### config.mk
export PLATFORM = sky130hd
export DESIGN_NAME = vigenere_cipher_enc
export DESIGN_NICKNAME = d
export VERILOG_FILES = /design/src/rtl/vigenere_pkg.sv /design/src/rtl/vigenere_enc_table.sv /design/src/rtl/vigenere_cipher_enc.sv
export SDC_FILE = /design/constraint.sdc
export NUM_CORES = 1
export LEC_CHECK = 0
export CAP_MARGIN = 10
export CORE_UTILIZATION = 45
export DETAILED_ROUTE_END_ITERATION = 10
export HOLD_SLACK_MARGIN = 0.15
export PLACE_DENSITY = 0.66
export SETUP_SLACK_MARGIN = 0.2
export SYNTH_ARGS = -nofsm -noshare
export SYNTH_HDL_FRONTEND = slang
export SYNTH_SLANG_ARGS = --single-unit
### constraint.sdc
create_clock -name clk -period 4.8 [get_ports clk]
set_input_delay 0.96 -clock clk [delete_from_list [all_inputs] [get_ports clk]]
set_output_delay 0.96 -clock clk [all_outputs]
set_load 0.005 [all_outputs]
### src/rtl/vigenere_pkg.sv
// Shared constants, FSM state type and character-class helper for the
// streaming Vigenere encryptor.
package vigenere_pkg;

  localparam int DATA_W = 8;
  localparam logic [DATA_W-1:0] UPPERCASE_A_CHAR = 8'h41;
  localparam logic [DATA_W-1:0] UPPERCASE_Z_CHAR = 8'h5A;
  localparam logic [DATA_W-1:0] NUL_CHAR         = 8'h00;
  localparam int ALPHABET_LEN = 26;

  typedef enum logic [1:0] {
    IDLE,
    LOAD,
    RUN
  } enc_state_t;

  function automatic logic is_upper(input logic [DATA_W-1:0] ch);
    return (ch >= UPPERCASE_A_CHAR) && (ch <= UPPERCASE_Z_CHAR);
  endfunction

endpackage

### src/rtl/vigenere_enc_table.sv
// Combinational letter encryption: c = ((p - 'A') + (k - 'A')) mod 26 + 'A'.
// Mirror of the decryption table; only meaningful for uppercase p and k.
module vigenere_enc_table
  import vigenere_pkg::*;
(
  input  logic [DATA_W-1:0] p,
  input  logic [DATA_W-1:0] k,
  output logic [DATA_W-1:0] c
);

  logic [5:0] sum;
  logic [5:0] letter;

  // Both offsets are at most 25, so one conditional subtract closes the modulus.
  function automatic logic [5:0] wrap_alpha(input logic [5:0] s);
    return (s >= 6'(ALPHABET_LEN)) ? s - 6'(ALPHABET_LEN) : s;
  endfunction

  always_comb begin
    sum    = 6'(p - UPPERCASE_A_CHAR) + 6'(k - UPPERCASE_A_CHAR);
    letter = wrap_alpha(sum);
    c      = UPPERCASE_A_CHAR + {2'b00, letter};
  end

endmodule

### src/rtl/vigenere_cipher_enc.sv
// Streaming Vigenere encryptor: key load FSM, cyclic key store and a single
// ready/valid output register carrying one ciphertext character per cycle.
module vigenere_cipher_enc
  import vigenere_pkg::*;
#(
  parameter int KEY_MAX_LEN = 16
) (
  input  logic              clk,
  input  logic              rst,
  input  logic [DATA_W-1:0] key_char,
  input  logic              key_valid,
  input  logic              key_last,
  input  logic              key_clear,
  output logic              key_loaded,
  output logic              key_err,
  input  logic [DATA_W-1:0] ptxt_char,
  input  logic              ptxt_valid,
  output logic              ptxt_ready,
  output logic [DATA_W-1:0] ctxt_char,
  output logic              ctxt_valid,
  output logic              ctxt_err,
  input  logic              ctxt_ready
);

  localparam int IDX_W = (KEY_MAX_LEN > 1) ? $clog2(KEY_MAX_LEN) : 1;
  localparam int LEN_W = $clog2(KEY_MAX_LEN + 1);
  localparam logic [LEN_W-1:0] LAST_LEN = LEN_W'(KEY_MAX_LEN - 1);

  enc_state_t state, state_nx;

  logic [DATA_W-1:0] key_mem [KEY_MAX_LEN];
  logic [LEN_W-1:0]  key_len;
  logic [IDX_W-1:0]  key_idx;

  logic              key_acc;
  logic              key_ok;
  logic              key_bad;
  logic              key_done;
  logic              ptxt_acc;
  logic              ptxt_up;
  logic              idx_wrap;
  logic [DATA_W-1:0] enc_char;

  logic [DATA_W-1:0] ctxt_char_p1;
  logic              vld_p1;
  logic              err_p1;
  logic              key_err_p1;

  // Stage 0: handshake decode and table lookup against the current key entry
  always_comb begin
    key_acc    = !key_clear && key_valid && (state != RUN);
    key_ok     = key_acc && is_upper(key_char);
    key_bad    = key_acc && !is_upper(key_char);
    key_done   = key_ok && (key_last || (key_len == LAST_LEN));
    ptxt_ready = (state == RUN) && (!vld_p1 || ctxt_ready);
    ptxt_acc   = !key_clear && ptxt_valid && ptxt_ready;
    ptxt_up    = is_upper(ptxt_char);
    idx_wrap   = (LEN_W'(key_idx) == (key_len - LEN_W'(1)));
    key_loaded = (state == RUN);
  end

  vigenere_enc_table u_table (
    .p (ptxt_char),
    .k (key_mem[key_idx]),
    .c (enc_char)
  );

  always_comb begin
    state_nx = state;
    if (key_clear) begin
      state_nx = IDLE;
    end else begin
      case (state)
        IDLE, LOAD: begin
          if (key_bad)       state_nx = IDLE;
          else if (key_done) state_nx = RUN;
          else if (key_ok)   state_nx = LOAD;
        end
        RUN:     state_nx = RUN;
        default: state_nx = IDLE;
      endcase
    end
  end

  always_ff @(posedge clk) begin
    if (rst) state <= IDLE;
    else     state <= state_nx;
  end

  always_ff @(posedge clk) begin
    if (rst || key_clear || key_bad) key_len <= '0;
    else if (key_ok)                 key_len <= key_len + LEN_W'(1);
  end

  // Key store is left unreset; entries at or above key_len are never read.
  always_ff @(posedge clk) begin
    if (key_ok) key_mem[key_len[IDX_W-1:0]] <= key_char;
  end

  always_ff @(posedge clk) begin
    if (rst)                      key_idx <= '0;
    else if (key_done)            key_idx <= '0;
    else if (ptxt_acc && ptxt_up) key_idx <= idx_wrap ? '0 : key_idx + IDX_W'(1);
  end

  // Stage 1: registered ciphertext, error flag and key-error pulse
  always_ff @(posedge clk) begin
    if (rst) begin
      vld_p1       <= 1'b0;
      err_p1       <= 1'b0;
      ctxt_char_p1 <= NUL_CHAR;
      key_err_p1   <= 1'b0;
    end else begin
      key_err_p1 <= key_bad;
      if (key_clear) begin
        vld_p1 <= 1'b0;
      end else if (ptxt_acc) begin
        vld_p1       <= 1'b1;
        err_p1       <= !ptxt_up;
        ctxt_char_p1 <= ptxt_up ? enc_char : NUL_CHAR;
      end else if (ctxt_ready) begin
        vld_p1 <= 1'b0;
      end
    end
  end

  assign ctxt_char  = ctxt_char_p1;
  assign ctxt_valid = vld_p1;
  assign ctxt_err   = err_p1;
  assign key_err    = key_err_p1;

endmodule

---- Word-level counts from Yosys, hierarchy flattened ----
Memory sizes are Yosys's and may differ from the RTL's. A register that Yosys moved wholly into a read port is not among the register bits.
Index checks and enable logic that the tools add are counted.
word-level totals
  register bits after elaboration ......... 22
  memory bits (writable) .................. 128
  output and inout bits ................... 13
  word-level logic and storage cells ...... 66
  memories kept ........................... 1
memory list
  memory   depth  bits a word  read ports  clocked after Yosys merged registers in  wr ports  line                       text
  key_mem  16     8            1           1                                        1         vigenere_cipher_enc.sv:31  logic [DATA_W-1:0] key_mem [KEY_MAX_LEN];
operators by class
  add/subtract/negate cells ............... 8
  $lt $le $gt $ge ......................... 5
  equality and inequality tests ........... 6
  multiplexer cells ....................... 13
  bitwise gates (word level) .............. 1
  reduce and logical (&&, ||, !) cells .... 25
operators by type and width
  operator               count
  $ge A8 B7 Y1 const B   2
  $le A8 B7 Y1 const B   2
  $mux W4                3
  $sub A6 B1 Y6 const B  2
  $logic_and A1 B1 Y1    11
  $add A7 B6 Y8 const A  1
  $mux W8                1
  $add A6 B6 Y6          1
  $ge A6 B5 Y1 const B   1
  $mux W2                3
  $mux W6                1
  $reduce_or A2 Y1       3
  $sub A6 B5 Y6 const B  1
  $add A5 B1 Y5 const B  1
  $eq A4 B5 Y1           1
  $eq A5 B4 Y1 const B   1
  $sub A5 B1 Y5 const B  1
  $add A4 B1 Y4 const B  1
  $logic_not A1 Y1       4
  $logic_or A1 B1 Y1     4
  $mux W1                4
  $ne A4 B4 Y1 const B   1
  $pmux W2 S2            1
  $eq A2 B1 Y1 const B   1
  other kinds (6)        6

---- Depth between registers and ports, before layout ----
Gate-level depths: netlist of the first run.
  depth in word-level cells ............... 8
  depth in mapped cells ................... 20
  mapped depth without buffers ............ 18

---- By module ----
Synthesis of the first run repeated with hierarchy kept, for this count alone.
second synthesis, totals
  cell total of the unflattened synthesis .. 412
  area, all modules ....................... 6,735.2 µm²
modules (own cells, without submodules)
  module               instances  cells each  area each (µm²)  sequential area each (µm²)
  vigenere_cipher_enc  1          333         6,172.2          4,364.2
  vigenere_enc_table   1          79          563.0            0.0

---- Least setup slack after synthesis of the first run ----
OpenSTA, ideal clock, no wires.
  path type ............................... register to register
  start ................................... register (tool-made name)
  end ..................................... register ctxt_char_p1[4] (netlist: ctxt_char[4])
  arrival time ............................ 4,833 ps
  required time ........................... 4,738 ps
  setup slack ............................. -95 ps
  stages on the path, launching flop included .. 21
  buffers on the path ..................... 2
  clock period less this slack ............ 4,895 ps
  cells stage by stage .................... dfxtp_1 -> buf_2 -> buf_1 -> mux4_2 -> mux4_2 -> inv_1 -> ha_1 -> inv_1 -> ha_1 -> fa_1 -> a21o_1 -> a21oi_1 -> xnor2_2 -> xnor2_4 -> nand2_1 -> xnor2_1 -> ha_1 -> inv_1 -> a2111o_1 -> a2111o_1 -> nand3_1
RTL lines
  what                  line                        text
  end signal, assigned  vigenere_cipher_enc.sv:120  ctxt_char_p1 <= ptxt_up ? enc_char : NUL_CHAR;
  end, declared         vigenere_cipher_enc.sv:44   logic [DATA_W-1:0] ctxt_char_p1;

==> results of run 1 <==
## flip-flops by register name, indices dropped and copies added, names as in the netlist, named ones only
| name | flops |
|---|---|
| key_idx | 4 |
| ctxt_valid | 1 |
| key_mem | 96 |
| ctxt_err | 1 |
| key_len | 5 |
| ctxt_char | 8 |
| state | 2 |
| key_err | 1 |
## where the power goes
part	total (mW)	internal [mW]	leakage, nW	switching (mW)
Clock	1.17	0.712	0.262	0.462
Combinational	0.154	0.0700	1.04	0.0842
Sequential	1.14	1.14	1.07	0.000874
## timing repair
| action | CTS | global route |
|---|---|---|
| setup buffers | 1 | 7 |
| endpoints found under the setup margin | 1 | 2 |
| gates resized for setup | 1 | 3 |
| pin swaps | 1 | 0 |
## critical path, cell delays in order (launching register included)
cell and delay (ps):
dfxtp_2 350, buf_12 160, mux4_2 500, mux4_2 500, inv_1 70, ha_1 120, inv_1 40, ha_1 220
fa_2 380, a21o_1 190, a21oi_2 190, xnor2_2 180, xnor2_4 160, nand2_1 120, xnor2_1 190, ha_2 230
inv_1 40, a2111o_1 310, a2111o_1 370, nand3_1 70
## layout make-up
cell class                 instances  area share (%)
tap                              143            2.64
clock inverter                    14            1.81
timing repair buffer              68            9.18
sequential                       122            50.1
multi-input combinational        214            28.6
clock buffer                      18            6.32
inverter                          24            1.33
## worst min path at each step
| stage | start | end | slack, ps | cells past startpoint |
|---|---|---|---|---|
| floorplan | state[1] | state[0] | 410 | 1 |
| global placement | state[1] | state[0] | 430 | 1 |
| detailed placement | ctxt_char[6] | ctxt_char[6] | 440 | 2 |
| CTS | ctxt_char[6] | ctxt_char[6] | 450 | 2 |
| global route | ctxt_char[5] | ctxt_char[5] | 480 | 2 |
| finish | ctxt_char[6] | ctxt_char[6] | 440 | 2 |
## cell families (layout without fill, tap and decap cells)
logic type | Yosys count | in the layout | synth area share [%]
muxes | 34 | 34 | 12.9
AOI/OAI and AO/OA | 46 | 46 | 5.80
xor gates and xnor gates | 18 | 18 | 3.49
DFF | 122 | 122 | 62.1
adders and majority gates | 19 | 19 | 4.48
and+or+nand+nor | 97 | 97 | 8.63
buffers and inverters | 36 | 124 | 2.63
## metal layers
metal  track usage (%)  up-vias  share of wire [%]
li1                  -     1565                  -
met2              31.5      101                 50
met4              9.16        0                1.6
met1              24.9     1660                 43
met3              5.29       13                5.6
met5                 0        -                  0
## synth_stat cells (2+ instances only)
cell      number
inv_1         22
dfxtp_1       26
a2111o_1       2
mux4_1         3
nand2b_1       7
nor2_1        29
and2_1         5
nor4_1         4
a211oi_1       2
nand3_1        3
and3_1         3
nand4_1        3
a21o_1         2
o21a_1         3
mux4_2        25
nor3b_1        2
nor2b_1        5
clkbuf_1       7
nor3_1         9
a22oi_1        3
buf_4          2
ha_1          18
o21ai_1        3
o22ai_1        3
a211o_1        2
buf_1          2
xnor2_1        8
inv_2          2
mux2_2         2
xor2_1         7
o21ai_0        4
a21oi_1       11
edfxtp_1      96
mux2i_1        4
a41oi_1        3
nand2_1       22
## per-stage QoR
step	util [%]	hold slack, ps	setup WS, ps	instances
finish	58.2	443	364	603
detailed placement	52.9	437	2.25	563
global route	58.2	479	230	603
floorplan	-	414	281	372
CTS	57.7	446	207	596
global placement	52.9	425	118	563
==> results.sh, run 1 <==
export IMPL_synth_edf_count=96
export IMPL_first_global_vias=3327
export IMPL_grt_max_degree=26
export IMPL_start_kind="flip-flop"
export IMPL_grt_overflow=0
export IMPL_fin_nets=489
export IMPL_io_pins=36
export IMPL_synth_top_area_cell="edfxtp_1"
export IMPL_regArea_um2=3400
export IMPL_dp_hpwl_um=7590
export IMPL_cts_root_buf="clkbuf_16"
export IMPL_drt_total_wl_um=11300
export IMPL_grt_first_pass_wirelength_um=17900
export IMPL_dr_pass1_iters=7
export IMPL_slew_headroom_pct=54.4
export IMPL_drive_gt1_share_pct=21.7
export IMPL_synth_area_leaders="edfxtp_1 (53%), mux4_2 (10%), dfxtp_1 (9.5%)"
export IMPL_cts_tree="yes"
export IMPL_syn_to_final_growth_pct=23.9
export IMPL_hold_violations=0
export IMPL_synthFlopType="edfxtp_1"
export IMPL_synth_top_area_share_pct=52.6
export IMPL_r2r_end="ctxt_char[4]"
export IMPL_die_h_um=112
export IMPL_clock_sinks=122
export IMPL_ys_seq_elements=122
export IMPL_path_clk_slew_ps=60
export IMPL_initial_core_util_pct=47.0
export IMPL_p_per_area_nw_per_um2=364
export IMPL_die_area_um2=12600
export IMPL_syn_area_per_cell_um2=14.7
export IMPL_dpl_cell_area_um2=6170
export IMPL_antennaDiodeCount=0
export IMPL_p_total_mw=2.47
export IMPL_grt_usage_pct=19.6
export IMPL_fin_skew_ps=9.37
export IMPL_drc=3
export IMPL_clkLatencyLatePin_ps=410
export IMPL_cellLeakagePower_nw=2.37
export IMPL_setup_violations=0
export IMPL_rsz0062_at_grt="no"
export IMPL_r2r_setup_slack_ps=360
export IMPL_clockBufferDepth=2
export IMPL_detail_route_antenna_nets=0
export IMPL_arrival_ps=4780
export IMPL_htreeDepth=4
export IMPL_drt_iter0_drc=330
export IMPL_design_area_um2=6790
export IMPL_worstSetupPathType="reg2reg"
export IMPL_reg2reg_depth=19
export IMPL_netlist_area_um2=5480
export IMPL_gp_congestion=0.881
export IMPL_ir_drop_mv=0.242
export IMPL_wl_per_cell_um=18.7
export IMPL_timing_critical_path_to="ctxt_char[4]"
export IMPL_synth_warnings=0
export IMPL_core_area_um2=11700
export IMPL_period_share_pct=92.4
export IMPL_period_needed_ps=4440
export IMPL_worstMarginPinSlew_ps=682
export IMPL_hold_buffers=0
export IMPL_maxCapViolations=0
export IMPL_vias_per_cell=5.54
export IMPL_cp_max_fo=14
export IMPL_numCtsBuffers=17
export IMPL_violations="DRC"
export IMPL_num_rows=39
export IMPL_ys_types=54
export IMPL_synthArstFlopShare_pct=0
export IMPL_die_w_um=112
export IMPL_ys_seq_area_share_pct=62.1
export IMPL_status="complete, but fails checks"
export IMPL_syn_inst=372
export IMPL_clock_fmax_mhz=225
export IMPL_io_buffers=35
export IMPL_fillers=896
export IMPL_synth_nets=414
export IMPL_multi_input_area_um2=1940
export IMPL_finalSetupTns_ps=0
export IMPL_required_ps=5150
export IMPL_slew_viol_final=0
export IMPL_final_common_cell="edfxtp_1"
export IMPL_grt_antenna_before_repair=0
export IMPL_hp_class="reg2reg"
export IMPL_via_count=3339
export IMPL_final_cell_mix="edfxtp_1 (96), clkdlybuf4s50_1 (35), buf_4 (31)"
export IMPL_cp_end_kind="flip-flop"
No activity file was read; power rests on OpenSTA's default activity.
==> run 2, diff against run 1 <==
--- a/config.mk
+++ b/config.mk
@@ -5,6 +5,8 @@
 export SDC_FILE = /design/constraint.sdc
 export NUM_CORES = 1
 export LEC_CHECK = 0
+export ABC_AREA = 1
+export ABC_CLOCK_PERIOD_IN_PS = 4800
 export CAP_MARGIN = 10
 export CORE_UTILIZATION = 45
 export DETAILED_ROUTE_END_ITERATION = 10
==> run 2 against run 1 <==
Against the previous run:
- the flow now finishes without violations
- routed wire length rose by 17%
- power rose by 1.5%
- sequential share of layout area rose by 0.49 points
- clock power rose by 4%
- first-iteration DRC count rose by 6.7%
- flip-flop and latch count did not move
- highest routed layer unchanged
- hold slack improved by 1.3 ps
- core utilization fell by 2.5 points
==> results.sh, run 2 <==
export IMPL_num_rows=40
export IMPL_numCtsBuffers=17
export IMPL_synthXorXnorAreaFrac_pct=2.04
export IMPL_cp_end_kind="flip-flop"
export IMPL_p_sw_mw=0.531
export IMPL_wl_per_cell_um=17.4
export IMPL_grt_max_degree=51
export IMPL_drt_iter0_drc=352
export IMPL_p_per_area_nw_per_um2=373
export IMPL_maxCapViolations=0
export IMPL_fillers=1022
export IMPL_synth_area_leaders="edfxtp_1 (52%), dfxtp_1 (9.3%), nor2_1 (5.1%)"
export IMPL_arrival_ps=4580
export IMPL_synthSimpleGateAreaFrac_pct=16.6
export IMPL_synth_top_family_by_area="simple AND/OR/NAND/NOR gates"
export IMPL_initial_core_util_pct=46.2
export IMPL_p_sw_share_pct=21.2
export IMPL_synthFlopType="edfxtp_1"
export IMPL_synth_compound_area_share_pct=10.8
export IMPL_worstMarginPinSlew_ps=767
export IMPL_hold_buffers=0
export IMPL_period_needed_ps=4230
export IMPL_via_count=4070
export IMPL_grt_overflow=0
export IMPL_path_clk_slew_ps=50
export IMPL_grt_usage_pct=22.2
export IMPL_crit_chain="buf_4 -> o21ai_0 -> o221ai_1 -> nand3_1 -> nand2_1 -> inv_1 -> ha_1 -> inv_1 -> ha_1 -> fa_1 -> xor2_1 -> inv_2 -> a21oi_1 -> nand2_2 -> nand3_4 -> nand2_1 -> nand2_1 -> ha_1 -> nand2_1 -> o21ai_0 -> nand2_1 -> a21oi_1"
export IMPL_clock_sinks=122
export IMPL_worstSetupPathType="reg2reg"
export IMPL_start_kind="flip-flop"
export IMPL_syn_area_per_cell_um2=10.6
export IMPL_hold_depth=2
export IMPL_combPwrFrac_pct=5.9
export IMPL_fin_skew_ps=6.31
export IMPL_cpMostUsedCell="nand2_1"
export IMPL_rsz0062_at_grt="no"
export IMPL_die_h_um=113
export IMPL_io_buffers=35
export IMPL_cts_tree="yes"
export IMPL_ys_seq_area_share_pct=61.1
export IMPL_vias_per_cell=5.37
export IMPL_yosysMostFrequentCell="edfxtp_1"
export IMPL_largest_reg_flops=96
export IMPL_drive_gt1_share_pct=12.5
export IMPL_antennaDiodeCount=0
export IMPL_gp_congestion=0.807
export IMPL_p_clk_share_pct=48.6
export IMPL_io_pins=36
export IMPL_slew_headroom_pct=48.7
export IMPL_drc=0
export IMPL_syn_to_final_growth_pct=20.6
export IMPL_cp_max_fo=15
export IMPL_synth_edf_count=96
export IMPL_ir_drop_mv=0.197
export IMPL_synthMuxAreaShare_pct=0
export IMPL_dr_pass1_iters=5
export IMPL_cellLeakagePower_nw=2.53
export IMPL_grt_first_pass_wirelength_um=21200
export IMPL_clockBufferDepth=2
export IMPL_final_common_cell="edfxtp_1"
export IMPL_dp_hpwl_um=8780
export IMPL_finalSetupTns_ps=0
export IMPL_period_share_pct=88.2
export IMPL_synthAdderAreaFrac_pct=4.40
export IMPL_fin_nets=619
export IMPL_final_cell_mix="edfxtp_1 (96), nor2_1 (76), nand2_1 (70)"
export IMPL_clock_fmax_mhz=236
export IMPL_slew_viol_final=0
export IMPL_grt_antenna_before_repair=0
export IMPL_netlist_area_um2=5570
export IMPL_cpMaxStageDelayCell="dfxtp_1"
export IMPL_synth_nets=570
export IMPL_cts_root_buf="clkbuf_16"
export IMPL_ys_types=41
export IMPL_drt_total_wl_um=13200
export IMPL_cp_slowest_stage_delay_ps=680
export IMPL_synth_top_area_share_pct=51.7
export IMPL_required_ps=5140
export IMPL_first_global_vias=4094
export IMPL_die_w_um=113
export IMPL_setup_violations=0
export IMPL_core_area_um2=12100
export IMPL_netlist_top_cells_count="edfxtp_1 (96), nor2_1 (76), nand2_1 (70), inv_1 (43), o21ai_0 (42)"
export IMPL_die_area_um2=12800
export IMPL_intPower_mw=1.98
export IMPL_hold_ws_ps=444
export IMPL_detail_route_antenna_nets=0
export IMPL_clkLatencyLatePin_ps=420
export IMPL_ys_seq_elements=122
export IMPL_syn_inst=528
export IMPL_power_frac_seq_pct=45.5
export IMPL_status="finished, final reports clean"
export IMPL_htreeDepth=4
export IMPL_ctsResizeCount=0
export IMPL_synthArstFlopShare_pct=0
export IMPL_cts_setup_buffers=0
export IMPL_synth_warnings=0
export IMPL_hp_class="reg2reg"
export IMPL_hold_violations=0
export IMPL_synth_top_area_cell="edfxtp_1"
export IMPL_reg2reg_depth=22
[run 2: changes by cell type in the layout (fill, tap and decap cells not counted), moves of 6 or more]
cell	delta
nand2_1	+48
inv_1	+21
mux4_2	-25
buf_4	-19
o21ai_0	+38
nand3_1	+18
nand3_2	+6
o221ai_1	+15
nand2_2	+7
nand2b_1	-7
inv_2	+10
nor2_1	+47
[run 2: area by class of cell]
cell class | count | area, um^2 | share of cell area, %
clock inverters | 7 | 65.1 | 0.968
well taps | 168 | 210 | 3.13
flip-flops and latches | 122 | 3400 | 50.6
multi-input cells | 333 | 1890 | 28.1
inverters | 56 | 210 | 3.13
repair buffers | 47 | 440 | 6.55
clock buffers | 25 | 505 | 7.52
[run 2: logic make-up (layout without fill, tap and decap cells)]
logic type,count (synthesis),count (layout)
AO/OA/AOI/OAI,99,99
flip-flops,122,122
adder cells (fa/ha/maj),19,19
buffers and inverters,73,135
XOR/XNOR,13,13
AND/OR/NAND/NOR,202,202
[run 2: power groups by stage]
| stage | Combinational (mW) | Sequential (mW) | Clock [mW] |
|---|---|---|---|
| floorplan | 0.0889 | 1.16 | 0 |
| global route | 0.164 | 1.14 | 1.27 |
| finish | 0.148 | 1.14 | 1.22 |
| global placement | 0.141 | 1.16 | 0 |
| CTS | 0.147 | 1.14 | 1.23 |
| detailed placement | 0.146 | 1.16 | 0 |
[run 2: through the flow]
step	utilization (%)	setup WS, ps	instance area (um^2)	std cells	power (mW)
2_1_floorplan	-	1230	5570	528	1.25
3_3_place_gp	51.0	810	6150	726	1.30
3_5_place_dp	51.0	605	6150	726	1.31
4_1_cts	55.7	595	6720	758	2.52
5_1_grt	55.7	266	6720	758	2.57
6_report	55.7	566	6720	758	2.51
[run 2: critical path: cells and delay by family, from the launching register on]
kind	cells	cell delay [ps]
adder cells (fa/ha/maj)	4	1080
AO/OA/AOI/OAI	5	860
AND/OR/NAND/NOR	8	810
flip-flops	1	680
buffers and inverters	4	470
XOR/XNOR	1	270
[run 2: path summary, 6_finish.rpt]
check | to | startpoint | slack, ps
setup / recovery | ctxt_char[4] | flip-flop | 570
hold / removal | ctxt_char[7] | ctxt_char[7] | 440
setup reg to reg | ctxt_char[4] | flip-flop | 570
hold reg to reg | ctxt_char[7] | ctxt_char[7] | 440
[run 2: layer usage]
metal	share of wire, %	up-vias	track usage, %
met5	0	-	0
met4	1.7	0	9.47
met3	4.6	20	4.93
met2	50	113	36.6
met1	44	2000	28.3
li1	-	1937	-
